**src/rtl/seven_to_binary.sv**
```systemverilog
// rtl/seven_to_binary.sv - debounced active-low seven-segment to hex decoder with ready/valid output
// Optional error counter output ERR_CNT enabled by defining SEV2BIN_ERRCNT_EN.
module seven_to_binary #(
    parameter int unsigned STABLE_CYCLES = 4
) (
    input  logic       CLK,
    input  logic       RST,
    input  logic [6:0] SEV,
    input  logic       SEV_VALID,
    input  logic       BIN_READY,
    output logic [3:0] BIN,
    output logic       BIN_VALID,
    output logic       ERR,
    output logic       BUSY
`ifdef SEV2BIN_ERRCNT_EN
    ,
    output logic [7:0] ERR_CNT
`endif
);

    localparam logic [1:0] S_IDLE   = 2'd0;
    localparam logic [1:0] S_SETTLE = 2'd1;
    localparam logic [1:0] S_HOLD   = 2'd2;
    localparam logic [7:0] STABLE_N = STABLE_CYCLES[7:0];

    logic [1:0] state_q, state_d;
    logic [7:0] count_q, count_d, count_inc;
    logic [6:0] sample_q, sample_d;
    logic [3:0] bin_q, bin_d;
    logic       bin_valid_q, bin_valid_d;
    logic       err_q, err_d;
    logic       busy_q, busy_d;
    logic [4:0] dec_sample, dec_sev;

    // Returns {err, value}; an unmatched pattern decodes to value 0 with err set.
    function automatic logic [4:0] decode(input logic [6:0] p);
        case (p)
            7'b1000000: decode = 5'h00;
            7'b1111001: decode = 5'h01;
            7'b0100100: decode = 5'h02;
            7'b0110000: decode = 5'h03;
            7'b0011001: decode = 5'h04;
            7'b0010010: decode = 5'h05;
            7'b0000010: decode = 5'h06;
            7'b1111000: decode = 5'h07;
            7'b0000000: decode = 5'h08;
            7'b0011000: decode = 5'h09;
            7'b0001000: decode = 5'h0A;
            7'b0000011: decode = 5'h0B;
            7'b1000110: decode = 5'h0C;
            7'b0100001: decode = 5'h0D;
            7'b0000110: decode = 5'h0E;
            7'b0001110: decode = 5'h0F;
            default:    decode = 5'h10;
        endcase
    endfunction

    assign dec_sample = decode(sample_q);
    assign dec_sev    = decode(SEV);
    assign count_inc  = count_q + 8'd1;

    always_comb begin
        state_d     = state_q;
        count_d     = count_q;
        sample_d    = sample_q;
        bin_d       = bin_q;
        bin_valid_d = bin_valid_q;
        err_d       = err_q;
        case (state_q)
            S_IDLE: begin
                if (SEV_VALID) begin
                    sample_d = SEV;
                    count_d  = 8'd1;
                    if (STABLE_N == 8'd1) begin
                        {err_d, bin_d} = dec_sev;
                        bin_valid_d    = 1'b1;
                        state_d        = S_HOLD;
                    end else begin
                        state_d = S_SETTLE;
                    end
                end
            end
            S_SETTLE: begin
                if (!SEV_VALID) begin
                    count_d = 8'd0;
                    state_d = S_IDLE;
                end else if (SEV == sample_q) begin
                    count_d = count_inc;
                    if (count_inc == STABLE_N) begin
                        {err_d, bin_d} = dec_sample;
                        bin_valid_d    = 1'b1;
                        state_d        = S_HOLD;
                    end
                end else begin
                    sample_d = SEV;
                    count_d  = 8'd1;
                    if (STABLE_N == 8'd1) begin
                        {err_d, bin_d} = dec_sev;
                        bin_valid_d    = 1'b1;
                        state_d        = S_HOLD;
                    end
                end
            end
            S_HOLD: begin
                if (BIN_READY) begin
                    bin_valid_d = 1'b0;
                    count_d     = 8'd0;
                    state_d     = S_IDLE;
                end
            end
            default: begin
                count_d     = 8'd0;
                bin_valid_d = 1'b0;
                state_d     = S_IDLE;
            end
        endcase
        busy_d = (state_d != S_IDLE);
    end

    always_ff @(posedge CLK or posedge RST) begin
        if (RST) begin
            state_q     <= S_IDLE;
            count_q     <= 8'd0;
            sample_q    <= 7'h7F;
            bin_q       <= 4'h0;
            bin_valid_q <= 1'b0;
            err_q       <= 1'b0;
            busy_q      <= 1'b0;
        end else begin
            state_q     <= state_d;
            count_q     <= count_d;
            sample_q    <= sample_d;
            bin_q       <= bin_d;
            bin_valid_q <= bin_valid_d;
            err_q       <= err_d;
            busy_q      <= busy_d;
        end
    end

    assign BIN       = bin_q;
    assign BIN_VALID = bin_valid_q;
    assign ERR       = err_q;
    assign BUSY      = busy_q;

`ifdef SEV2BIN_ERRCNT_EN
    logic [7:0] err_cnt_q, err_cnt_d;

    always_comb begin
        err_cnt_d = err_cnt_q;
        if (state_q == S_HOLD && BIN_READY && err_q && err_cnt_q != 8'hFF)
            err_cnt_d = err_cnt_q + 8'd1;
    end

    always_ff @(posedge CLK or posedge RST) begin
        if (RST) err_cnt_q <= 8'd0;
        else     err_cnt_q <= err_cnt_d;
    end

    assign ERR_CNT = err_cnt_q;
`endif

endmodule
```
**config.mk**
```make
export PLATFORM = sky130hd
export DESIGN_NAME = seven_to_binary
export DESIGN_NICKNAME = d
export VERILOG_FILES = /design/src/rtl/seven_to_binary.sv
export SDC_FILE = /design/constraint.sdc
export NUM_CORES = 1
export LEC_CHECK = 0
export ABC_AREA = 1
export BUFFER_PORTS_ARGS = -buffer_cell sky130_fd_sc_hd__buf_4
export CAP_MARGIN = 20
export CORE_ASPECT_RATIO = 0.75
export CORE_MARGIN = 3
export CORE_UTILIZATION = 58
export DETAILED_ROUTE_END_ITERATION = 10
export PLACE_DENSITY_LB_ADDON = 0.3
export SYNTH_ARGS = -nofsm -noshare
export SYNTH_HDL_FRONTEND = slang
export SYNTH_SLANG_ARGS = --single-unit
```
**constraint.sdc**
```tcl
create_clock -name CLK -period 2 [get_ports CLK]
set_clock_uncertainty 0.05 [all_clocks]
set_input_delay 0.3 -clock CLK [delete_from_list [all_inputs] [get_ports CLK]]
set_output_delay 0.3 -clock CLK [all_outputs]
set_load 0.05 [all_outputs]
```
==> results.json <==
{
  "cts_inserted_buffers": 3,
  "setup_viol": 0,
  "yosysMostFrequentCell": "nand2_1",
  "critPathMaxFanout": 5,
  "min_period_ns": 1.79,
  "grt_pass1_vias": 1377,
  "grt_start_max_net_pins": 25,
  "wl_um": 3260,
  "clockPowerShare_pct": 33.3,
  "power_frac_seq_pct": 51.5,
  "wire_per_inst_um": 10.7,
  "rsz0062_at_grt": "false",
  "synth-main-ff-cell": "dfrtp_1",
  "fin_setup_tns_ns": 0,
  "p_sw_share_pct": 25.9,
  "syn_area_um2": 1580,
  "clk-insertion-delay-late_ns": 0.32,
  "synthArstFlopShare_pct": 100,
  "initial_core_util_pct": 64.9,
  "synthCells": 248,
  "gp_routability_congestion": 0.903,
  "final_nets": 283,
  "synth_area_leaders": "dfrtp_1 27%, nand2_1 27%, dfstp_2 12%",
  "leakagePower_uw": 0.000998,
  "timing.final.hold_violations": 0,
  "clockBufferDepth": 2,
  "clkTransAtPathRegs_ns": 0.14,
  "grt-ovfl-total": 0,
  "ys_warn_count": 0,
  "drt-pass1-iter-count": 5,
  "synth_edf_count": 0,
  "power_density_nw_per_um2": 577,
  "ir_drop_v": 0.000555,
  "cts_tree": "yes",
  "antenna_found_initial": 0,
  "io_pins": 18,
  "routed_via_density": 4.94,
  "p_int_uw": 774,
  "switchingPower_uw": 271,
  "portBuffers": 17,
  "start_kind": "flip-flop",
  "postRouteAntennaNets": 0,
  "timing.fmax_mhz": 558,
  "core-area_um2": 2440,
  "synth.top_cell.area_share_pct": 26.9,
  "grt_usage_pct": 21.7,
  "syn_avg_cell_area_um2": 6.39,
  "cts_setup_buffers": 0,
  "h-tree-depth": 1,
  "cts-root-buf": "clkbuf_4",
  "die_x_um": 66.3,
  "relSlewSlack_pct": 64.1,
  "whs_path_depth": 3,
  "outcome": "complete, no violations",
  "cp.required_ns": 2.16,
  "cp.arrival_ns": 1.96,
  "regToRegSetupSlack_ns": 0.21,
  "synthTopCellsByCount": "112 x nand2_1, 31 x inv_1, 31 x nor2_1, 17 x dfrtp_1, 9 x o21ai_0",
  "hp-class": "in2reg",
  "dpl.hpwl_um": 2510,
  "fin_crit_sh_pct": 89.6,
  "drc": 0,
  "fillers": 201,
  "synth_seq_area_share_pct": 38.5,
  "num_vias": 1501,
  "synth_area_leader_cell": "dfrtp_1",
  "drive_above_1_share_pct": 15.6,
  "areaGrowthSynthToFinish_pct": 14.4,
  "setup.worst_path.end_class": "flip-flop",
  "cap_violations": 0,
  "clock_sinks": 24,
  "drt-initial-drc-count": 96,
  "chipHeight_um": 51.3,
  "grt_pass1_wl_um": 5750,
  "worst_hold_slack_ns": 0.164,
  "antenna_cells": 0,
  "synth_seq_cells": 24,
  "synth_cell_types": 23,
  "dieArea_um2": 3400,
  "tightestPinTransition_ns": 0.535,
  "synth_nets": 260,
  "rr_worst_depth": 10,
  "report.final.slew_viol_count": 0,
  "p_comb_share_pct": 15.2,
  "critical_path_class": "reg2reg",
  "rows": 15
}
[logic make-up after synthesis]
group	after synthesis	share of synthesized area [%]
simple gates	166	43.0
buf+inv	36	9.48
flops	24	38.5
compound gates	18	6.63
xor+xnor	3	1.66
fa+ha+maj	1	0.790
[per-layer routing]
layer / vias up / global-route usage (%) / share of wire, %
met1: 652 / 28.8 / 50
met5: - / 0 / 0
met2: 41 / 34.8 / 43
met3: 4 / 5.49 / 6.6
li1: 804 / - / -
met4: 0 / 6.76 / 0.89
[power groups by stage]
| stage | Sequential [uW] | Combinational, uW | Clock (uW) |
|---|---|---|---|
| 2_1_floorplan | 542 | 118 | 0 |
| 3_3_place_gp | 545 | 154 | 0 |
| 3_5_place_dp | 546 | 157 | 0 |
| 4_1_cts | 538 | 159 | 354 |
| 5_1_grt | 543 | 181 | 373 |
| 6_report | 538 | 159 | 348 |
[stage by stage]
step                      util (%)  instances  setup WS, ns  cell area [um2]  power, uW
after floorplan                  -        248         0.453             1580        660
after global placement        71.6        299         0.251             1750        700
final                         74.3        304         0.208             1810       1050
after detailed placement      71.6        299         0.196             1750        703
after CTS                     74.2        304         0.120             1810       1050
after global routing          74.3        304        0.0168             1810       1100
[placed cells by master, fill, tap and decap left out, drive strengths merged]
cell type and count:
nor2 33, nand4 3, nand3b 1, dfrtp 17
xor2 2, nand3 7, dlygate4sd3 1, inv 34
xnor2 1, a21oi 1, dfstp 7, bufinv 1
clkbuf 3, ha 1, o22ai 4, o21ai 12
o211ai 1, buf 19, nand2 116, nor3 6
[area by class of cell]
| type | count | area (um2) | area share [%] |
|---|---|---|---|
| clock inverter | 1 | 30.0 | 1.66 |
| timing repair buffer | 20 | 153 | 8.43 |
| clock buffer | 3 | 22.5 | 1.24 |
| inverter | 34 | 128 | 7.04 |
| sequential | 24 | 609 | 33.6 |
| tap | 34 | 42.5 | 2.35 |
| multi-input combinational | 188 | 827 | 45.6 |
[state kept, by name (all words and copies together) (netlist names)]
name,cells
BIN,4
BIN_VALID,1
BUSY,1
ERR,1
count_q,8
sample_q,7
state_q,2
[worst paths after layout]
kind | end | startpoint
max | ERR | count_q[0]
min | sample_q[0] | SEV[0]
max reg2reg | ERR | count_q[0]
min reg2reg | BIN[3] | BIN[3]
max in group asynchronous | sample_q[5] | RST
min in group asynchronous | count_q[0] | RST
[critical path, cell delays in order, from the launching register on]
cell and delay (ns):
dfrtp_1 0.43, ha_1 0.25, nand3_1 0.13, nor2_1 0.14
nand2_1 0.07, nand2_1 0.09, nand2_1 0.07, nor2_2 0.20
nand2_2 0.13, nand2_1 0.07, nand2_1 0.05
[repair_timing]
item                                   CTS  global route
hold buffers                             1             0
gates resized for setup                  0             1
setup endpoints to repair                0             8
endpoints found under the hold margin   17             0
No activity file was read; power rests on OpenSTA's default activity.
